===== src/rtl/qq_arb.sv =====
// qq_arb: round-robin arbiter that serialises client enqueue/dequeue requests
// onto a single shared QuickQ instance, with local full/empty rejection and a
// completion watchdog. All outputs decode from registered state only.
module qq_arb #(
    parameter int unsigned N   = 4,
    parameter int unsigned W   = 8,
    parameter int unsigned TMO = 15
) (
    input  logic           clk,
    input  logic           rst,
    input  logic [N-1:0]   req_enq,
    input  logic [N-1:0]   req_deq,
    input  logic [N*W-1:0] req_key,
    output logic [N-1:0]   gnt,
    output logic [W-1:0]   rsp_key,
    output logic           rsp_err,
    output logic           busy,
    output logic           q_enq,
    output logic           q_deq,
    output logic [W-1:0]   q_key,
    input  logic           q_enq_done,
    input  logic           q_deq_done,
    input  logic [W-1:0]   q_dout,
    input  logic           q_full,
    input  logic           q_empty
);

    localparam int unsigned IW = $clog2(N);

    typedef enum logic [1:0] {
        StIdle,
        StIssue,
        StWait,
        StResp
    } state_e;

    state_e         state_q, state_d;
    logic [IW-1:0]  last_q, last_d;
    logic [IW-1:0]  idx_q, idx_d;
    logic           op_q, op_d;       // 1 = dequeue
    logic [W-1:0]   key_q, key_d;
    logic [7:0]     cnt_q, cnt_d;
    logic           err_q, err_d;
    logic [W-1:0]   rkey_q, rkey_d;

    logic [N-1:0]   pend;
    logic           pend_vld;
    logic [IW-1:0]  pend_idx;
    logic [W-1:0]   keys [N];
    logic           done_match;

    assign pend       = req_enq | req_deq;
    assign done_match = op_q ? q_deq_done : q_enq_done;

    // Split the flat key bus into per-client slices.
    always_comb begin
        for (int unsigned i = 0; i < N; i++) begin
            keys[i] = req_key[i*W +: W];
        end
    end

    // Round-robin search: first pending client after the last one served, with wrap.
    always_comb begin
        logic [IW-1:0] cand;
        pend_vld = 1'b0;
        pend_idx = '0;
        cand     = last_q;
        for (int unsigned k = 0; k < N; k++) begin
            cand = (cand == IW'(N - 1)) ? '0 : cand + 1'b1;
            if (!pend_vld && pend[cand]) begin
                pend_vld = 1'b1;
                pend_idx = cand;
            end
        end
    end

    // Next-state logic for the sequencer.
    always_comb begin
        state_d = state_q;
        last_d  = last_q;
        idx_d   = idx_q;
        op_d    = op_q;
        key_d   = key_q;
        cnt_d   = cnt_q;
        err_d   = err_q;
        rkey_d  = rkey_q;
        unique case (state_q)
            StIdle: begin
                if (pend_vld) begin
                    idx_d  = pend_idx;
                    // Enqueue wins when a client asks for both; dequeue stays pending.
                    op_d   = !req_enq[pend_idx];
                    key_d  = keys[pend_idx];
                    rkey_d = '0;
                    if (req_enq[pend_idx] ? q_full : q_empty) begin
                        err_d   = 1'b1;
                        state_d = StResp;
                    end else begin
                        err_d   = 1'b0;
                        state_d = StIssue;
                    end
                end
            end
            StIssue: begin
                cnt_d = '0;
                if (done_match) begin
                    if (op_q) rkey_d = q_dout;
                    err_d   = 1'b0;
                    state_d = StResp;
                end else begin
                    state_d = StWait;
                end
            end
            StWait: begin
                cnt_d = cnt_q + 8'd1;
                if (done_match) begin
                    if (op_q) rkey_d = q_dout;
                    err_d   = 1'b0;
                    state_d = StResp;
                end else if (cnt_q == 8'(TMO - 1)) begin
                    // Completion considered lost after TMO wait cycles.
                    err_d   = 1'b1;
                    rkey_d  = '0;
                    state_d = StResp;
                end
            end
            StResp: begin
                last_d  = idx_q;
                state_d = StIdle;
            end
            default: state_d = StIdle;
        endcase
    end

    // State registers with asynchronous reset.
    always_ff @(posedge clk or posedge rst) begin
        if (rst) begin
            state_q <= StIdle;
            last_q  <= IW'(N - 1);
            idx_q   <= '0;
            op_q    <= 1'b0;
            key_q   <= '0;
            cnt_q   <= '0;
            err_q   <= 1'b0;
            rkey_q  <= '0;
        end else begin
            state_q <= state_d;
            last_q  <= last_d;
            idx_q   <= idx_d;
            op_q    <= op_d;
            key_q   <= key_d;
            cnt_q   <= cnt_d;
            err_q   <= err_d;
            rkey_q  <= rkey_d;
        end
    end

    // Output decode from registered state.
    always_comb begin
        gnt     = '0;
        rsp_key = '0;
        rsp_err = 1'b0;
        if (state_q == StResp) begin
            gnt[idx_q] = 1'b1;
            rsp_key    = rkey_q;
            rsp_err    = err_q;
        end
        busy  = (state_q != StIdle);
        q_enq = (state_q == StIssue) && !op_q;
        q_deq = (state_q == StIssue) && op_q;
        q_key = key_q;
    end

endmodule


===== config.mk =====
export PLATFORM = sky130hd
export DESIGN_NAME = qq_arb
export DESIGN_NICKNAME = d
export VERILOG_FILES = /design/src/rtl/qq_arb.sv
export SDC_FILE = /design/constraint.sdc
export NUM_CORES = 1
export LEC_CHECK = 0
export ABC_CLOCK_PERIOD_IN_PS = 7100
export BUFFER_PORTS_ARGS = -buffer_cell sky130_fd_sc_hd__clkbuf_2
export CAP_MARGIN = 10
export CORE_AREA = 5 5 78 80
export DETAILED_ROUTE_END_ITERATION = 12
export DIE_AREA = 0 0 83 85
export HOLD_SLACK_MARGIN = 0.02
export PLACE_DENSITY = 0.66
export SLEW_MARGIN = 40
export SYNTH_ARGS = -nofsm -noshare
export SYNTH_HDL_FRONTEND = slang
export SYNTH_SLANG_ARGS = --single-unit

===== constraint.sdc =====
create_clock -name clk -period 7.1 [get_ports clk]
set_clock_uncertainty 0.15 [all_clocks]
set_input_delay 0.355 -clock clk [delete_from_list [all_inputs] [get_ports clk]]
set_output_delay 0.355 -clock clk [all_outputs]
set_load 0.01 [all_outputs]

# Yosys cells after proc, flatten, opt, wreduce, memory -nomap -nowiden
# Index checks and enable logic that the tools add are counted.
[word_totals]
reg_bits = 32
inputBits = 54
[op_classes]
n_addsub = 5
magnitude_cmp = 8
n_eq_ne = 11
muxes = 51
n_bitwise = 2
n_reduce_logical = 18
[ops]
columns = ["op", "count"]
rows = [
  ["two-way mux 8 bit", 8],
  ["two-way mux 2 bit", 12],
  ["one-hot mux 8 bit (3 select lines)", 1],
  ["two-way mux 1 bit", 19],
  ["< comparator 2 x 3 -> 1 bit (second input constant)", 6],
  ["binary-select mux 8 bit (select 2 bit)", 1],
  ["one-hot mux 8 bit (2 select lines)", 1],
  ["equality test 2 bit (second input constant)", 6],
  ["binary-select mux 1 bit (select 2 bit)", 5],
  ["adder 2 x 1 -> 2 bit (second input constant)", 4],
  ["adder 8 x 1 -> 8 bit (second input constant)", 1],
  ["equality test 8 x 4 -> 1 bit (second input constant)", 1],
  ["one-hot mux 2 bit (4 select lines)", 1],
  ["logical AND 1 bit", 6],
  ["zero test 1 bit", 5],
  ["two-way mux 4 bit", 1],
  ["!= test 2 bit (second input constant)", 2],
  ["OR 4 bit", 1],
  ["AND reduction 2 bit", 2],
  ["AND reduction 4 bit", 1],
  ["nonzero test 2 bit", 2],
  [">= comparator 3 bit (second input constant)", 1],
  ["!= test 3 bit (second input constant)", 1],
  ["inverter 2 -> 3 bit", 1],
  ["6 further kinds", 6],
]

# Depth between registers and ports, before layout
# Gate-level depths: netlist of run 1.
[logic_depth]
depth_word = 20
depth_mapped = 8
depth_no_buf = 8

# Worst setup path after synthesis of run 1
# No wires, ideal clock.
[synth_path]
path_kind = "register -> register"
start = "register cnt_q[0]"
end = "register rkey_q[0]"
arrival_time_ps = 2376
t_required_ps = 6884
path_slack_ps = 4508
stages_incl_launch_ff = 9
n_path_buf = 0
cell_sequence = "dfrtp_1 inv_2 ha_1 or3b_1 or4_1 a32o_2 a211o_4 nor3_4 a22o_1"
[synth_via]
elab_chain_len = 3
[synth_rtl]
columns = ["element", "line_no", "text"]
rows = [
  ["start, declared", "42", "logic [7:0] cnt_q, cnt_d;"],
  ["start signal, assigned", "152", "cnt_q <= cnt_d;"],
  ["equality test 8 x 4 -> 1 bit", "120", "end else if (cnt_q == 8'(TMO - 1)) begin"],
  ["!= test 3 bit (no line)", "--", ""],
  ["AND reduction 4 bit (no line)", "--", ""],
  ["end signal, assigned", "154", "rkey_q <= rkey_d;"],
  ["end, declared", "44", "logic [W-1:0] rkey_q, rkey_d;"],
]
# No other way between the ends.
# A chain may end at the register's enable or synchronous reset.

# Worst setup path in the final report of run 1
[layout_path]
start = "register cnt_q[0]"
end = "register rkey_q[2]"
# Same word-level chain as after synthesis.

==> results of run 1 <==
-- state kept, by name, summed over array words and instances (netlist names) --
name and cells:
state_q 2, rkey_q 8, idx_q 2, err_q 1
last_q 2, q_key 8, op_q 1, cnt_q 8
-- worst min path at each step --
| stage | to | start | depth (start not counted) |
|---|---|---|---|
| floorplan | rkey_q[0]$_DFFE_PP0P_ | rkey_q[0]$_DFFE_PP0P_ | 1 |
| global placement | rkey_q[5]$_DFFE_PP0P_ | rst | 3 |
| detailed placement | rkey_q[5]$_DFFE_PP0P_ | rst | 3 |
| CTS | rkey_q[7]$_DFFE_PP0P_ | q_dout[7] | 2 |
| global route | rkey_q[3]$_DFFE_PP0P_ | q_dout[3] | 2 |
| finish | rkey_q[7]$_DFFE_PP0P_ | q_dout[7] | 2 |
-- power by group through the flow --
stage	clock, mW	sequential (mW)	combinational, mW
after floorplan	0	0.307	0.493
after global placement	0	0.308	0.630
after detailed placement	0	0.309	0.649
after CTS	0.144	0.307	0.649
after global routing	0.151	0.316	0.714
final	0.137	0.306	0.640
-- layer usage --
layer  up-vias  track usage [%]
li1        916                -
met1       844             16.1
met2        32             25.5
met3         8             3.50
met4         0             4.90
met5         -                0
-- area by class of cell --
cell class                      count  area [um^2]
Fill cell                         555         2720
Multi-Input combinational cell    158         1180
Sequential cell                    32          803
Timing Repair Buffer               79          403
Tap cell                           72         90.1
Clock buffer                        5         68.8
Inverter                           13         48.8
Clock inverter                      3         18.8
-- critical path: stages, from the launching register on --
cell and delay [ns]:
dfrtp_1 0.40, inv_2 0.08, ha_1 0.13, or3b_1 0.32
or4_1 0.40, a32o_2 0.32, a211o_4 0.35, nor3_4 0.33
a22o_1 0.20
-- cell usage in the layout (no fill, tap or decap), types with 2 or more instances in the layout --
cell | synthesis | final
or2_1 | 4 | 4
a2111oi_2 | 2 | 2
dfrtp_1 | 30 | 30
o21ai_0 | 6 | 6
a21oi_1 | 3 | 3
clkbuf_8 | 0 | 5
xor2_1 | 2 | 2
o31ai_1 | 4 | 4
o21ai_1 | 11 | 11
clkbuf_2 | 0 | 77
a22o_1 | 8 | 8
nand2_1 | 24 | 24
nand3_1 | 5 | 5
nor3b_1 | 4 | 4
inv_1 | 11 | 11
ha_1 | 8 | 8
dfstp_2 | 2 | 2
clkinv_2 | 0 | 2
and2_1 | 10 | 10
nor2_1 | 9 | 9
mux2i_1 | 19 | 19
o22ai_1 | 2 | 2
inv_2 | 2 | 2
or3_1 | 2 | 2
o22a_1 | 2 | 2
mux2_2 | 9 | 9
-- kinds of logic after synthesis --
| family | count (synthesis) |
|---|---|
| AO/OA/AOI/OAI | 48 |
| flip-flops | 32 |
| AND/OR/NAND/NOR | 71 |
| adder cells (fa/ha/maj) | 8 |
| multiplexers | 29 |
| buffers and inverters | 18 |
| XOR/XNOR | 2 |
-- timing repair --
action	in CTS	in global routing
hold buffers	1	0
endpoints found under the hold margin	30	0
buffers inserted	0	0
==> flow_metrics.py, run 1 <==
metrics = {
    "clocking": {
        "clockRootBuffer": "clkbuf_8",
        "cts_resized": 0,
        "htree_levels": 2,
        "cts_buffer_depth": 2,
        "cts_tree": "done",
        "cts_buffers": 5,
        "insertion_delay_ns": 0.29,
        "clock-sinks": 32,
        "cts.reportedPaths.clkPinSlew_ns": 0.07,
    },
    "synth": {
        "synthMuxAreaShare_pct": 14.8,
        "ys_warn_count": 0,
        "synth_top_family_by_area": "simple AND/OR/NAND/NOR gates",
        "ys_ff_latch": 32,
        "ys_seq_area_share_pct": 39.2,
        "synth_compound_area_share_pct": 18.0,
        "syn_inst": 208,
        "yosys.area_share.adder_pct": 4.89,
        "syn-num-nets": 270,
        "synth_flop_cell": "dfrtp_1",
        "syn-cell-area_mm2": 0.00205,
        "ys_async_sr_fraction_pct": 100,
        "synth.top_cell.area_share_pct": 36.7,
        "syn_avg_cell_area_um2": 9.85,
        "ys_types": 49,
        "synth_edf_count": 0,
        "synth.most_common_cell": "dfrtp_1",
        "yosys-top-cells-area": "dfrtp_1 (37%), mux2i_1 (9.3%), mux2_2 (4.9%)",
        "yosys.area_share.xor_xnor_pct": 0.855,
        "yosys-top-cells-count": "dfrtp_1 (30), nand2_1 (24), mux2i_1 (19)",
        "yosys.area.top_type": "dfrtp_1",
        "synthSimpleGateAreaFrac_pct": 18.9,
    },
    "die": {
        "core_mm2": 0.00534,
        "fp.dieW_um": 83,
        "die_area_mm2": 0.00706,
        "dieHeight_um": 85,
        "std_cell_rows": 27,
        "start_util_pct": 38.4,
        "pin_count": 78,
    },
    "power": {
        "comb_power_share_pct": 59.1,
        "p_leak_nw": 1.34,
        "fin_total_pwr_mw": 1.08,
        "peakVddDrop_uv": 159,
        "power.switching_mw": 0.471,
        "p_int_mw": 0.611,
        "swShare_pct": 43.5,
        "pwr-share-seq_pct": 28.2,
        "power_density_mw_per_mm2": 414,
        "power.share.clock_pct": 12.7,
    },
    "min_path": {
        "hold_path.class": "input port to flop",
    },
    "detailed_routing": {
        "met2_length_mm": 2.42,
        "vias": 1800,
        "first_pass_iters": 4,
        "drc_errors": 0,
        "topRoutingLayerUsed": "met4",
        "drtIter0Drc": 89,
        "drt-vias-per-instance": 4.97,
        "wl_per_cell_um": 13.1,
        "ant_nets": 0,
        "routed_wl_mm": 4.74,
        "m1WireLength_mm": 2.01,
        "met3_length_um": 238,
    },
    "critical_path": {
        "crit_arrival_ns": 2.82,
        "worstSetupStartpoint": "cnt_q[0]$_DFFE_PP0P_",
        "rr_startpoint": "cnt_q[0]$_DFFE_PP0P_",
        "crit_end": "rkey_q[2]$_DFFE_PP0P_",
        "cp.required_ns": 7.18,
        "cp-end-kind": "flop",
        "cp-start-kind": "flop",
        "rr_endpoint": "rkey_q[2]$_DFFE_PP0P_",
        "worstRegToRegCells": 8,
        "cp_max_fo": 8,
        "r2r_setup_slack_ns": 4.36,
        "criticalPathCategory": "flop to flop",
    },
    "timing": {
        "worst_slack_ns": 4.36,
        "fin_tns_setup_ns": 0,
        "max_freq_mhz": 365,
        "finalCriticalPeriod_ns": 2.74,
        "timing_hold_violations_final": 0,
        "rsz0062_at_grt": "no",
        "maxSlewHeadroom_pct": 52.7,
        "tightest_slew_ns": 0.710,
        "period_share_pct": 38.6,
        "hold_ws_ns": 0.141,
        "finalMaxSlewViolations": 0,
        "finalSetupViolations": 0,
    },
    "cells_and_area": {
        "final_cells": 362,
        "postLayoutCellArea_mm2": 0.00261,
        "final_util_pct": 49.0,
        "drive_gt1_share_pct": 37.2,
        "areaGrowthSynthToFinish_pct": 27.6,
        "fin_nets": 351,
        "antenna_cells": 0,
    },
    "placement": {
        "dp.cells": 353,
        "placed_area_mm2": 0.00252,
        "gp_congestion": 0.829,
        "dpl_worst_slack_ns": 4.37,
        "post-dp-hpwl_mm": 3.78,
        "io_buffers": 77,
    },
    "run": {
        "cap_violations": 0,
    },
    "global_route": {
        "grt_pass1_vias": 1871,
        "grt_antenna_before_repair": 0,
        "grt_pass1_wl_mm": 8.36,
        "grtUsageTotal_pct": 14.1,
        "gr-total-overflow": 0,
        "grt_max_degree": 33,
    },
    "outcome": {
        "status": "finished, final reports clean",
    },
}
Power figures use the tool's default switching activity.
==> inputs of run 2 (changes only) <==
Settings changed: ABC_CLOCK_PERIOD_IN_PS 7100 to 2200, PLACE_DENSITY 0.66 to 0.68.
Clock period 7.1 ns to 2.2 ns, I/O delays scaled along.
==> run 2 against run 1 <==
The run now ends with setup timing left. Highest routed layer unchanged. Non-clock buffer count up 35. Critical endpoint is now rkey_q[1]$_DFFE_PP0P_. Via count is 8.7% higher. Clock power grew to 4.5 times the previous value.
==> flow_metrics.py, run 2 (synthesis results as in run 1) <==
metrics = {
    "timing": {
        "maxSlewHeadroom_pct": 68.6,
        "timing_hold_violations_final": 0,
        "period_share_pct": 119,
        "rsz0062_at_grt": "yes",
        "worst_slack_ns": -0.419,
        "max_freq_mhz": 382,
        "finalCriticalPeriod_ns": 2.62,
        "hold_ws_ns": 0.0692,
        "tightest_slew_ns": 0.471,
        "finalMaxSlewViolations": 0,
        "finalSetupViolations": 20,
    },
    "power": {
        "fin_total_pwr_mw": 4.50,
        "power_density_mw_per_mm2": 1450,
        "p_leak_nw": 1.57,
        "peakVddDrop_uv": 628,
    },
    "die": {
        "pin_count": 78,
        "die_area_mm2": 0.00706,
        "start_util_pct": 38.4,
        "fp.dieW_um": 83,
        "std_cell_rows": 27,
        "dieHeight_um": 85,
        "core_mm2": 0.00534,
    },
    "global_route": {
        "gr-total-overflow": 0,
        "grt_pass1_wl_mm": 8.85,
        "grt_max_degree": 33,
        "grt_antenna_before_repair": 0,
        "grt_pass1_vias": 1918,
        "grtUsageTotal_pct": 15.1,
    },
    "placement": {
        "post-dp-hpwl_mm": 4.06,
        "gp_congestion": 0.858,
        "io_buffers": 77,
        "placed_area_mm2": 0.00272,
    },
    "critical_path": {
        "rr_startpoint": "cnt_q[0]$_DFFE_PP0P_",
        "rr_endpoint": "rkey_q[1]$_DFFE_PP0P_",
        "criticalPathCategory": "flop to flop",
        "cp.required_ns": 2.27,
        "critPathMaxStageDelay_ns": 0.41,
        "crit_family": "simple AND/OR/NAND/NOR gates",
        "cp_max_fo": 8,
        "crit_arrival_ns": 2.69,
        "cp-end-kind": "flop",
        "worstRegToRegCells": 8,
        "slowest_stage": "or4_1",
        "worst-path-buf-inv": 1,
        "r2r_setup_slack_ns": -0.42,
        "cp-start-kind": "flop",
        "crit_chain": "inv_2 > ha_1 > or3b_1 > or4_1 > a32o_2 > a211o_4 > nor3_4 > a22o_1",
    },
    "min_path": {
        "hold_path.class": "input port to flop",
        "holdCritStartpoint": "q_empty",
        "hold_path_end": "state_q[1]$_DFFE_PP0P_",
        "min_path_cells": 3,
    },
    "detailed_routing": {
        "drt-vias-per-instance": 4.93,
        "drc_errors": 0,
        "drtIter0Drc": 48,
        "first_pass_iters": 4,
        "routed_wl_mm": 5.57,
        "wl_per_cell_um": 14.0,
        "vias": 1957,
        "ant_nets": 0,
    },
    "cells_and_area": {
        "antenna_cells": 0,
        "postLayoutCellArea_mm2": 0.00311,
        "layout_common_cells": "clkbuf_2 (77), dfrtp_1 (30), buf_4 (26)",
        "layout_commonest_cell": "clkbuf_2",
        "fin_nets": 386,
        "areaGrowthSynthToFinish_pct": 51.7,
        "drive_gt1_share_pct": 48.0,
    },
    "clocking": {
        "cts_tree": "done",
        "insertion_delay_ns": 0.28,
        "cts.reportedPaths.clkPinSlew_ns": 0.07,
        "cts_buffers": 5,
        "cts_buffer_depth": 2,
        "htree_levels": 2,
        "clock-sinks": 32,
        "clockRootBuffer": "clkbuf_8",
    },
    "outcome": {
        "status": "finished, violations left",
        "violations": "setup timing",
    },
    "run": {
        "cap_violations": 0,
    },
}
[run 2: cell types whose count changed in the layout (fill, tap and decap cells not counted), moves of 2 or more]
cell,change
a2111oi_2,-2
a2111oi_4,+2
a21oi_1,-2
a21oi_2,+2
buf_4,+25
clkbuf_8,+2
clkinv_2,-2
dlygate4sd3_1,+8
mux2_2,-2
mux2_4,+3
nor3b_1,-2
o21ai_1,-7
o21ai_2,+8
[run 2: what timing repair did]
action | in CTS | in global routing
hold buffers | 9 | 0
endpoints found under the setup margin | 20 | 20
endpoints found under the hold margin | 38 | 0
gates cloned | 0 | 0
pin swaps | 8 | 6
gates resized for setup | 16 | 13
setup buffers | 3 | 2
[run 2: worst max-delay path by stage]
stage | start | end | slack [ns] | cells after the start
floorplan | cnt_q[0]$_DFFE_PP0P_ | rkey_q[0]$_DFFE_PP0P_ | -0.34 | 8
global placement | cnt_q[0]$_DFFE_PP0P_ | rkey_q[5]$_DFFE_PP0P_ | -0.36 | 8
detailed placement | cnt_q[0]$_DFFE_PP0P_ | rkey_q[1]$_DFFE_PP0P_ | -0.43 | 8
CTS | cnt_q[0]$_DFFE_PP0P_ | rkey_q[1]$_DFFE_PP0P_ | -0.42 | 8
global route | cnt_q[0]$_DFFE_PP0P_ | rkey_q[0]$_DFFE_PP0P_ | -0.53 | 8
finish | cnt_q[0]$_DFFE_PP0P_ | rkey_q[1]$_DFFE_PP0P_ | -0.42 | 8
[run 2: power by group]
group,internal [mW],switching (mW)
Clock,0.400,0.221
Sequential,0.819,0.154
Combinational,1.44,1.47
[run 2: metrics by stage]
stage | cells | worst slack [ns] | TNS, ns | utilization (%)
5_1_grt | 397 | -0.534 | -6.23 | 58.2
4_1_cts | 396 | -0.424 | -3.96 | 57.1
6_report | 397 | -0.419 | -4.26 | 58.2
2_1_floorplan | 208 | -0.339 | -3.00 | -
3_3_place_gp | 376 | -0.359 | -4.94 | 51.0
3_5_place_dp | 376 | -0.427 | -5.92 | 51.0
[run 2: layer usage]
| layer | part of all wire [%] | GRT usage, % | up-vias |
|---|---|---|---|
| met5 | 0 | 0 | - |
| met4 | 1.5 | 4.75 | 0 |
| met3 | 3.8 | 3.69 | 9 |
| met2 | 54 | 27.0 | 36 |
| met1 | 41 | 17.7 | 926 |
| li1 | - | - | 986 |
[run 2: final cells by class]
class | instances | area [um^2]
Multi-Input combinational cell | 158 | 1340
Clock buffer | 7 | 96.3
Clock inverter | 1 | 30.0
Inverter | 13 | 51.3
Fill cell | 488 | 2230
Tap cell | 72 | 90.1
Timing Repair Buffer | 114 | 702
Sequential cell | 32 | 803
[run 2: worst min-delay path, stage by stage]
cell and delay [ns]:
clkbuf_2 0.08, mux2i_2 0.08, o31ai_1 0.19
